--- src/rtl/keypad_matrix_scanner.sv ---
// keypad_matrix_scanner: 4x4 keypad column scanner and frame debouncer.
// Emits an active-low 16-bit raw key vector, bit 4*col+row.
module keypad_matrix_scanner #(
  parameter int SCAN_DIV   = 50000,
  parameter int DEB_FRAMES = 4
) (
  input  logic        clk,
  input  logic        rst_n,
  input  logic [3:0]  row_n,
  output logic [3:0]  col_n,
  output logic [15:0] key_n,
  output logic        frame_done,
  output logic        key_change
);

  localparam int CW = $clog2(SCAN_DIV);
  localparam int SW = (DEB_FRAMES > 1) ? $clog2(DEB_FRAMES) : 1;
  localparam logic [CW-1:0] DIV_MAX = CW'(SCAN_DIV - 1);
  localparam logic [SW-1:0] DEB_MAX = SW'(DEB_FRAMES - 1);

  logic [3:0]    row_m;
  logic [3:0]    row_s;
  logic [CW-1:0] cnt;
  logic [1:0]    col;
  logic [15:0]   frame;
  logic [15:0]   prev;
  logic [SW-1:0] stable;
  logic [15:0]   frame_nxt;
  logic [SW-1:0] stable_nxt;
  logic          samp;
  logic          last;

  assign samp = (cnt == DIV_MAX);
  assign last = samp && (col == 2'd3);

  // Two-flop synchronizer for the asynchronous row pins.
  always_ff @(posedge clk or negedge rst_n) begin
    if (!rst_n) begin
      row_m <= 4'hF;
      row_s <= 4'hF;
    end else begin
      row_m <= row_n;
      row_s <= row_m;
    end
  end

  // Dwell counter and column drive; the column rotates on each sample edge.
  always_ff @(posedge clk or negedge rst_n) begin
    if (!rst_n) begin
      cnt   <= '0;
      col   <= 2'd0;
      col_n <= 4'b1110;
    end else if (samp) begin
      cnt   <= '0;
      col   <= col + 2'd1;
      col_n <= {col_n[2:0], col_n[3]};
    end else begin
      cnt   <= cnt + CW'(1);
    end
  end

  // Frame with the current nibble merged in, and the next debounce count.
  always_comb begin
    frame_nxt = frame;
    frame_nxt[{col, 2'b00} +: 4] = row_s;
    stable_nxt = stable;
    if (frame_nxt != prev) begin
      stable_nxt = '0;
    end else if (stable < DEB_MAX) begin
      stable_nxt = stable + SW'(1);
    end
  end

  // Frame assembly: capture the synchronized rows at each sample edge.
  always_ff @(posedge clk or negedge rst_n) begin
    if (!rst_n) begin
      frame <= 16'hFFFF;
    end else if (samp) begin
      frame <= frame_nxt;
    end
  end

  // Whole-frame debounce; key_n moves only after enough identical frames.
  always_ff @(posedge clk or negedge rst_n) begin
    if (!rst_n) begin
      prev       <= 16'hFFFF;
      stable     <= '0;
      key_n      <= 16'hFFFF;
      frame_done <= 1'b0;
      key_change <= 1'b0;
    end else begin
      frame_done <= last;
      key_change <= 1'b0;
      if (last) begin
        prev   <= frame_nxt;
        stable <= stable_nxt;
        if (stable_nxt == DEB_MAX && frame_nxt != key_n) begin
          key_n      <= frame_nxt;
          key_change <= 1'b1;
        end
      end
    end
  end

endmodule

--- config.mk ---
export PLATFORM = sky130hd
export DESIGN_NAME = keypad_matrix_scanner
export DESIGN_NICKNAME = d
export VERILOG_FILES = /design/src/rtl/keypad_matrix_scanner.sv
export SDC_FILE = /design/constraint.sdc
export NUM_CORES = 1
export LEC_CHECK = 0
export BUFFER_PORTS_ARGS = -buffer_cell sky130_fd_sc_hd__buf_2
export CORE_ASPECT_RATIO = 1.25
export CORE_MARGIN = 2
export CORE_UTILIZATION = 55
export CTS_CLUSTER_SIZE = 16
export DETAILED_ROUTE_END_ITERATION = 7
export PLACE_DENSITY = 0.76
export RECOVER_POWER = 100
export REMOVE_ABC_BUFFERS = 1
export SLEW_MARGIN = 40
export SYNTH_ARGS = -nofsm -noshare
export SYNTH_HDL_FRONTEND = slang
export SYNTH_SLANG_ARGS = --single-unit
--- constraint.sdc ---
create_clock -name clk -period 3.1 [get_ports clk]
set_input_delay 0.775 -clock clk [delete_from_list [all_inputs] [get_ports clk]]
set_output_delay 0.775 -clock clk [all_outputs]
set_load 0.05 [all_outputs]
==> reports/qor.yml, run 1 <==
clocking:
  cts_buffers: 9
  clock_latency_ps: 360
  clk_pin_slew_ps: 90
  cts.sinks: 82
  cts_root_buf: "clkbuf_8"
  holdBufCountCts: 0
  cts_buffer_depth: 2
  ctsHtreeMaxLevel: 3
  cts_tree: "built"
logic_synthesis:
  synth-seq-cells: 82
  avgSynthCellArea_um2: 10.2
  synth_edf_count: 0
  syn_area_um2: 4480
  async_reset_ff_frac: 1.00
  synth.distinct_cells: 63
  ys.flop_type: "dfstp_2"
  netlist_instances: 437
  synth-seq-area-share: 0.475
  yosysWarnings: 0
detailed_routing:
  routed_via_density: 5.80
  vias: 3599
  drtAntennaViolNets: 0
  dr.pass1.iters: 4
  post_drt_wl_per_cell_um: 17.6
  drc: 0
  wl_um: 10900
  drt_iter0_drc: 214
setup_path:
  end_kind: "flip-flop"
  crit_path_start_kind: "flip-flop"
  arrival_ps: 3290
  path_buf_inv: 4
  crit_path_frequent_cell: "buf_4"
  worstPathCellList: "inv_2 > ha_4 > buf_4 > buf_4 > nand4b_1 > and2_1 > o21ai_0 > nand4_1 > nor4_4 > nor3_4 > buf_4 > mux2_1"
  cpPeakStageDelay_ps: 380
  critPathKind: "flip-flop to flip-flop"
  worst-path-max-fanout: 6
  critical_path_required_ps: 3390
  critPathSlowestCell: "dfrtp_1"
  path_delay_family: "simple AND/OR/NAND/NOR gates"
floorplanning:
  rows: 36
  start_util: 0.571
  io_pins: 28
  die_w_um: 84.7
  die_y_um: 105
  die-area_um2: 8880
  coreArea_um2: 7840
run_status:
  status: "complete, but fails checks"
  violations: "max-capacitance violations, max-slew violations"
finish:
  finalCoreUtilization: 0.687
  syn2layout_area_growth_pct: 20.2
  drive_above_1_share: 0.323
  nets: 533
  n_antenna_cell: 0
placed_design:
  dp_hpwl_um: 7560
  post-place-ws_ps: -306
  gp_congestion: 0.925
  portBuffers: 27
grt:
  grt_pass1_vias: 3612
  antenna_found_initial: 0
  grt_overflow_total: 0
  grt_pass1_wl_um: 17400
  grt_use_total: 0.250
  grt_max_degree: 83
hold_path:
  hold_path_class: "flip-flop to flip-flop"
pwr:
  ir_worst_vdd_v: 0.000344
  p_leak_nw: 2.17
  cellPowerDensity_nw_per_um2: 346
timing:
  tightest_slew_ps: 1960
  setup_viol: 0
  fmax_ghz: 0.334
  period_minus_slack_ps: 2990
  period_share: 0.966
  relSlewSlack: -0.304
  maxSlewViolCount: 83
  final_hold_viol_count: 0
  worst_slack_ps: 106
  tns_ps: 0
  clock_skew_ps: 9.86
job:
  cap_violations: 1
[metal layers]
metal | GRT usage | up-vias | routed length [µm] | share of wire
li1 | - | 1713 | - | -
met1 | 0.299 | 1747 | 4540 | 0.42
met2 | 0.423 | 101 | 5490 | 0.50
met3 | 0.0545 | 38 | 455 | 0.042
met4 | 0.121 | 0 | 427 | 0.039
met5 | 0 | - | 0 | 0
[timing repair]
action	CTS	global route
cloned	0	0
resized for setup	5	26
pin swaps	2	12
endpoints found under the setup margin	16	16
setup buffers	2	7
[area by class of cell]
cell class	count	area (µm²)
inverter	21	78.8
sequential	82	2130
fill	604	2450
multi-input combinational	320	2320
timing repair buffer	87	556
clock buffer	9	124
clock inverter	7	58.8
tap	95	119
[report_power, final]
part | switching, W | total, W | internal (W)
Combinational | 0.0000331 | 0.0000496 | 0.0000165
Clock | 0.000421 | 0.000725 | 0.000303
Sequential | 0.00000606 | 0.00109 | 0.00108
Total | 0.000460 | 0.00186 | 0.00140
[final timing paths]
kind | startpoint | to | cells after the start | slack, ps
max | col[0] | key_n[4] | 12 | 110
min | row_m[3] | row_s[3] | 0 | 360
max reg2reg | col[0] | key_n[4] | 12 | 110
min reg2reg | row_m[3] | row_s[3] | 0 | 360
max in group asynchronous | rst_n | cnt[1] | 1 | 1000
min in group asynchronous | rst_n | cnt[4] | 1 | 940
[cells in the mapped netlist (10+ instances only)]
cell      count  area, µm²
o21ai_0      29        145
nand2_1      51        191
clkbuf_1     10       37.5
xor2_1       12        105
dfrtp_1      23        576
xnor2_1      35        307
nand3_1      11       55.1
nor2_1       19       71.3
dfstp_2      59       1550
inv_1        20       75.1
mux2i_1      15        150
nand2b_1     16        100
[through the flow]
| stage | power, W | instances | hold WS, ps | area [µm²] |
|---|---|---|---|---|
| 4_1_cts | 0.00188 | 615 | 361 | 5290 |
| 5_1_grt | 0.00194 | 621 | 367 | 5380 |
| 3_3_place_gp | 0.00115 | 595 | 346 | 5040 |
| 6_report | 0.00186 | 621 | 360 | 5380 |
| 3_5_place_dp | 0.00116 | 597 | 347 | 5070 |
| 2_1_floorplan | 0.00112 | 423 | 345 | 4410 |
[sequential cells by signal (all words and copies together), names as in the netlist]
name	flops
key_change	1
cnt	16
stable	2
key_n	16
frame	16
prev	16
frame_done	1
col_n	4
col	2
row_s	4
row_m	4
[cells by family (layout without fill, tap and decap cells)]
logic type | count (synthesis) | count (layout) | synth area share
compound gates | 76 | 76 | 0.108
flops | 82 | 82 | 0.475
mux | 25 | 25 | 0.0587
buf+inv | 35 | 124 | 0.0327
xor+xnor | 47 | 47 | 0.0919
fa+ha+maj | 6 | 6 | 0.0168
simple gates | 166 | 166 | 0.217
[cells in the final DEF (no fill, tap or decap), types with 3 or more instances in the layout]
master and n:
nor2_1 19, xnor2_1 35, a31oi_1 4, dfstp_2 59
a21o_1 7, nand4bb_1 4, nor4_1 3, xor2_1 12
dfrtp_1 23, inv_1 19, a21oi_1 9, and2_1 3
nand2_1 51, nand3_1 11, nand4_1 9, clkbuf_8 9
o22ai_1 3, mux2i_1 14, and3_1 6, buf_4 53
ha_4 3, nand4b_1 3, nor3_1 9, buf_2 4
o21a_1 3, nor2b_1 8, mux2_2 6, clkbuf_1 25
nand2b_1 16, buf_6 3, o21ai_0 28
No activity file was read; power rests on OpenSTA's default activity.
==> run 2, diff against run 1 <==
clock period = 2.67 ns   (was 3.1 ns; I/O delays follow)
==> run 2 against run 1 <==
Against the previous run:
- the flow finishes with violations (negative setup slack)
- power increased by 30%
- critical path depth increased by 1
- die area unchanged
- largest power group unchanged
- highest routed layer unchanged
- combinational power increased by 41%
- sequential cell count unchanged
- critical path type unchanged
- fmax increased by 2.4%
- clock power increased by 50%
- sequential share of layout area decreased by 1.7 points
- hold slack got worse by 1.9 ps
- wire length increased by 5.8%
- sequential power increased by 16%
==> reports/qor.yml, run 2 (synthesized netlist as in run 1, its figures left out) <==
run_status:
  violations: "negative setup slack"  # was max-capacitance violations, max-slew violations
  status: "complete, but fails checks"  # unchanged
timing:
  maxSlewViolCount: 0  # was 83
  clock_skew_ps: 7.17  # was 9.86 ps
  rsz0062_at_grt: "true"
  tns_ps: -3570  # was 0 ps
  fmax_ghz: 0.342  # was 0.334 GHz
  tightest_slew_ps: 1450  # was 1960 ps
  setup_viol: 16  # was 0
  period_share: 1.09  # was 0.966
  final_hold_viol_count: 0  # unchanged
  relSlewSlack: 0.0363  # was -0.304
  period_minus_slack_ps: 2920  # was 2990 ps
  worst_slack_ps: -253  # was 106 ps
grt:
  grt_use_total: 0.270  # was 0.250
  grt_overflow_total: 0  # unchanged
  grt_pass1_vias: 3940  # was 3,612
  antenna_found_initial: 0  # unchanged
  grt_pass1_wl_um: 18900  # was 17,400 µm
  grt_max_degree: 61  # was 83
finish:
  layout_commonest_cell: "buf_4"  # was dfstp_2
  nets: 551  # was 533
  drive_above_1_share: 0.351  # was 0.323
  n_antenna_cell: 0  # unchanged
  syn2layout_area_growth_pct: 25.5  # was 20.2%
  finalNonFillerCells: 639  # was 621
  finalCoreUtilization: 0.717  # was 0.687
  fin_area_um2: 5620  # was 5380 µm²
  most-common-layout-cells: "67 x buf_4, 59 x dfstp_2, 51 x nand2_1"  # was 59 x dfstp_2, 53 x buf_4, 51 x nand2_1
setup_path:
  crit_path_start_kind: "flip-flop"  # unchanged
  critical_path_required_ps: 2960  # was 3390 ps
  critPathKind: "flip-flop to flip-flop"  # unchanged
  worstPathCellList: "inv_2 > ha_4 > buf_6 > and4bb_1 > xnor2_1 > mux2i_1 > a2111oi_1 > buf_4 > nand4_1 > nor3_4 > buf_12 > buf_12 > mux2i_2"  # was inv_2 > ha_4 > buf_4 > buf_4 > nand4b_1 > and2_1 > o21ai_0 > nand4_1 > nor4_4 > nor3_4 > buf_4 > mux2_1
  end_kind: "flip-flop"  # unchanged
  worst-path-max-fanout: 8  # was 6
  critPathSlowestCell: "dfrtp_1"  # unchanged
  crit_path_frequent_cell: "buf_12"  # was buf_4
  arrival_ps: 3210  # was 3290 ps
  cpPeakStageDelay_ps: 400  # was 380 ps
detailed_routing:
  routed_via_density: 5.90  # was 5.80
  drt_iter0_drc: 233  # was 214
  wl_um: 11600  # was 10,900 µm
  dr.pass1.iters: 5  # was 4
  post_drt_wl_per_cell_um: 18.1  # was 17.6 µm
  drtAntennaViolNets: 0  # unchanged
  vias: 3770  # was 3,599
  drc: 0  # unchanged
clocking:
  clock_latency_ps: 360  # about the same
  cts_tree: "built"  # unchanged
  cts_root_buf: "clkbuf_8"  # unchanged
  clk_pin_slew_ps: 80  # was 90 ps
  holdBufCountCts: 0  # unchanged
  cts_buffers: 9  # unchanged
  ctsHtreeMaxLevel: 3  # unchanged
  cts_buffer_depth: 2  # unchanged
  cts.sinks: 82  # unchanged
pwr:
  total_power_w: 0.00242  # was 0.00186 W
  cellPowerDensity_nw_per_um2: 431  # was 346 nW/µm²
  ir_worst_vdd_v: 0.000424  # was 0.000344 V
  p_leak_nw: 2.31  # was 2.17 nW
floorplanning:
  die-area_um2: 8880  # unchanged
  die_w_um: 84.7  # unchanged
  start_util: 0.571  # unchanged
  die_y_um: 105  # unchanged
  io_pins: 28  # unchanged
  coreArea_um2: 7840  # unchanged
  rows: 36  # unchanged
placed_design:
  placed_cell_area_um2: 5200  # was 5070 µm²
  place_inst: 615  # was 597
  gp_congestion: 0.990  # was 0.925
  portBuffers: 27  # unchanged
  dp_hpwl_um: 8020  # was 7560 µm
job:
  cap_violations: 0  # was 1
hold_path:
  hold_path_class: "flip-flop to flip-flop"  # unchanged
==> run 2: metrics by stage <==
stage	setup slack, ps	hold WS (ps)
after floorplan	-906	345
after global placement	-396	346
after detailed placement	-582	347
after CTS	-226	359
after global routing	-327	364
final	-253	358
==> run 2: what timing repair did <==
action | in CTS | in global routing
pin swaps | 11 | 11
resized for setup | 21 | 13
hold endpoints to repair | 0 | 0
buffers inserted | 8 | 3
setup endpoints to repair | 18 | 19
==> run 2: where the power goes <==
group | switching [W] | internal (W) | leakage, nW
clock | 0.000467 | 0.000621 | 0.120
combinational | 0.0000428 | 0.0000268 | 1.27
sequential | 0.00000558 | 0.00126 | 0.917
==> run 2: path summary, 6_finish.rpt <==
path,slack [ps],endpoint,from,cells past startpoint
max in group asynchronous,770,key_n[3],rst_n,2
max,-250,key_n[0],col[1],13
max reg2reg,-250,key_n[0],col[1],13
min,360,row_s[3],row_m[3],0
min reg2reg,360,row_s[3],row_m[3],0
min in group asynchronous,650,cnt[14],rst_n,1
==> run 2: cell type report <==
cell class / instances / area, µm²
flip-flops and latches: 82 / 2130
well taps: 95 / 119
fillers: 578 / 2220
inverters: 21 / 78.8
repair buffers: 105 / 704
clock buffers: 9 / 124
clock inverters: 7 / 116
multi-input cells: 320 / 2350
==> run 2: routing by layer <==
layer / share of wire / wire length [µm] / track usage / vias up
li1: - / - / - / 1740
met1: 0.40 / 4660 / 0.323 / 1878
met2: 0.52 / 6010 / 0.456 / 120
met3: 0.042 / 480 / 0.0466 / 32
met4: 0.035 / 400 / 0.151 / 0
met5: 0 / 0 / 0 / -
==> run 2: critical path, delay by kind of cell, from the launching register on <==
kind	cells	cell delay (ps)
adders and majority gates	1	250
muxes	2	310
and+or+nand+nor	3	550
buffers and inverters	5	750
AOI/OAI and AO/OA	1	390
DFF	1	400
xor gates and xnor gates	1	190
==> run 3, diff against run 2 <==
PLACE_DENSITY = 0.73   (was 0.76)
REMOVE_ABC_BUFFERS = not set   (was 1)
clock period = 3.2 ns   (was 2.67 ns; I/O delays follow)
==> run 3 against run 2 <==
Against the previous run:
- the flow now finishes without violations
- combinational power shrank 37%
- first-iteration DRC count grew 9.4%
- cell count shrank 9.7%
- fmax is 3.4% lower
- cell area decreased by 11%
- sequential cell count is the same
- utilization fell by 7.7 points
- critical path depth fell by 3
- die area did not move
- register-to-register slack gained 430 ps
- largest power group unchanged
==> reports/qor.yml, run 3 (synthesized netlist as in run 1, its figures left out) <==
pwr:
  ir_worst_vdd_v: 0.000261  # was 0.000424 V
  seqPwrFrac: 0.550  # was 0.522
  clockPowerShare: 0.427  # was 0.450
  combPwrFrac: 0.023  # was 0.029
  switchingPower_w: 0.000413  # was 0.000515 W
  sw_frac_of_total: 0.215  # was 0.213
  p_leak_nw: 1.96  # was 2.31 nW
  cellPowerDensity_nw_per_um2: 383  # was 431 nW/µm²
  total_power_w: 0.00192  # was 0.00242 W
  intPower_w: 0.00151  # was 0.00190 W
timing:
  maxSlewViolCount: 0  # unchanged
  fmax_ghz: 0.330  # was 0.342 GHz
  clock_skew_ps: 10.3  # was 7.17 ps
  rsz0062_at_grt: "false"  # was true
  period_share: 0.946  # was 1.09
  period_minus_slack_ps: 3030  # was 2920 ps
  relSlewSlack: 0.105  # was 0.0363
  setup_viol: 0  # was 16
  final_hold_viol_count: 0  # unchanged
  tightest_slew_ps: 1340  # was 1450 ps
  worst_slack_ps: 173  # was -253 ps
detailed_routing:
  drtAntennaViolNets: 0  # unchanged
  wl_um: 10300  # was 11,600 µm
  vias: 3396  # was 3,770
  routed_via_density: 5.89  # was 5.90
  drt_iter0_drc: 255  # was 233
  drc: 0  # unchanged
  post_drt_wl_per_cell_um: 17.8  # was 18.1 µm
  dr.pass1.iters: 4  # was 5
clocking:
  clock_latency_ps: 350  # was 360 ps
  cts_root_buf: "clkbuf_8"  # unchanged
  ctsHtreeMaxLevel: 3  # unchanged
  cts_buffer_depth: 2  # unchanged
  cts_tree: "built"  # unchanged
  cts_buffers: 9  # unchanged
  clk_pin_slew_ps: 80  # about the same
  cts.sinks: 82  # unchanged
floorplanning:
  start_util: 0.571  # unchanged
  die_y_um: 105  # unchanged
  rows: 36  # unchanged
  coreArea_um2: 7840  # unchanged
  die-area_um2: 8880  # unchanged
  io_pins: 28  # unchanged
  die_w_um: 84.7  # unchanged
logic_synthesis:
  syn_nets: 449
setup_path:
  path_buf_inv: 2  # was 5
  reg2reg_depth: 10  # was 13
  cpPeakStageDelay_ps: 450  # was 400 ps
  critical_path_required_ps: 3480  # was 2960 ps
  path_delay_family: "simple AND/OR/NAND/NOR gates"  # was buffers and inverters
  worstPathCellList: "inv_1 > ha_2 > and4b_1 > and3_1 > a2111oi_0 > nand4_1 > nor4_4 > nor3_4 > buf_12 > mux2_1"  # was inv_2 > ha_4 > buf_6 > and4bb_1 > xnor2_1 > mux2i_1 > a2111oi_1 > buf_4 > nand4_1 > nor3_4 > buf_12 > buf_12 > mux2i_2
  arrival_ps: 3300  # was 3210 ps
  cp.depth: 10  # was 13
  end_kind: "flip-flop"  # unchanged
  worst-path-max-fanout: 16  # was 8
  critPathKind: "flip-flop to flip-flop"  # unchanged
  crit_path_start_kind: "flip-flop"  # unchanged
  critPathSlowestCell: "a2111oi_0"  # was dfrtp_1
finish:
  drive_above_1_share: 0.239  # was 0.351
  syn2layout_area_growth_pct: 12.0  # was 25.5%
  most-common-layout-cells: "59 x dfstp_2, 51 x nand2_1, 35 x xnor2_1"  # was 67 x buf_4, 59 x dfstp_2, 51 x nand2_1
  n_antenna_cell: 0  # unchanged
  layout_commonest_cell: "dfstp_2"  # was buf_4
  nets: 489  # was 551
grt:
  grt_use_total: 0.240  # was 0.270
  grt_max_degree: 54  # was 61
  grt_pass1_wl_um: 16900  # was 18,900 µm
  antenna_found_initial: 0  # unchanged
  grt_pass1_vias: 3432  # was 3,940
  grt_overflow_total: 0  # unchanged
placed_design:
  dp_hpwl_um: 7470  # was 8020 µm
  gp_congestion: 0.939  # was 0.990
  post-place-ws_ps: -39.6  # was -582 ps
  portBuffers: 27  # unchanged
hold_path:
  hold_path_class: "flip-flop to flip-flop"  # unchanged
  hold_depth: 0  # unchanged
job:
  cap_violations: 0  # unchanged
run_status:
  status: "finished, final reports clean"  # was complete, but fails checks
[run 3: changes by cell type in the layout (fill, tap and decap cells not counted), moves of 2 or more]
cell	change
ha_4	-2
clkbuf_2	-4
buf_6	-2
and2_4	-2
buf_4	-56
a2111oi_0	+2
mux2i_1	+2
clkbuf_1	+2
mux2i_2	-2
[run 3: power by group through the flow]
stage          Clock, W  Sequential, W  Combinational [W]
5_1_grt        0.000891        0.00106          0.0000502
3_5_place_dp          0        0.00107          0.0000450
6_report       0.000820        0.00105          0.0000439
4_1_cts        0.000844        0.00105          0.0000453
2_1_floorplan         0        0.00107          0.0000133
3_3_place_gp          0        0.00107          0.0000438
[run 3: metal layers]
metal | global-route usage | wire length, µm
met5 | 0 | 0
met4 | 0.104 | 299
met3 | 0.0419 | 363
met2 | 0.415 | 5330
met1 | 0.293 | 4290
[run 3: stage by stage]
step	instance area [µm²]	TNS, ps	utilization	std cells	hold slack (ps)
finish	5010	0	0.640	577	359
global route	5010	0	0.640	577	363
CTS	5020	0	0.641	576	358
floorplan	4490	0	-	437	345
detailed placement	4800	-147	0.613	560	347
global placement	4800	0	0.613	560	346
[run 3: path summary, 6_finish.rpt]
| check | from | endpoint | slack (ps) |
|---|---|---|---|
| min in group asynchronous | rst_n | stable[1] | 720 |
| max | col[1] | key_n[4] | 170 |
| max in group asynchronous | rst_n | frame[10] | 1120 |
| min | row_m[3] | row_s[3] | 360 |
| max reg2reg | col[1] | key_n[4] | 170 |
| min reg2reg | row_m[3] | row_s[3] | 360 |
[run 3: what timing repair did]
| item | 4_1_cts | 5_1_grt |
|---|---|---|
| pin swaps | 0 | 2 |
| gates resized for setup | 1 | 7 |
| hold buffers | 0 | 0 |
| setup buffers | 0 | 1 |
| setup endpoints to repair | 4 | 16 |
[run 3: final cells by class]
class	instances	area (µm²)
Multi-Input combinational cell	320	2250
Inverter	21	78.8
Clock buffer	10	128
Fill cell	660	2820
Tap cell	95	119
Timing Repair Buffer	43	225
Sequential cell	82	2130
Clock inverter	6	90.1
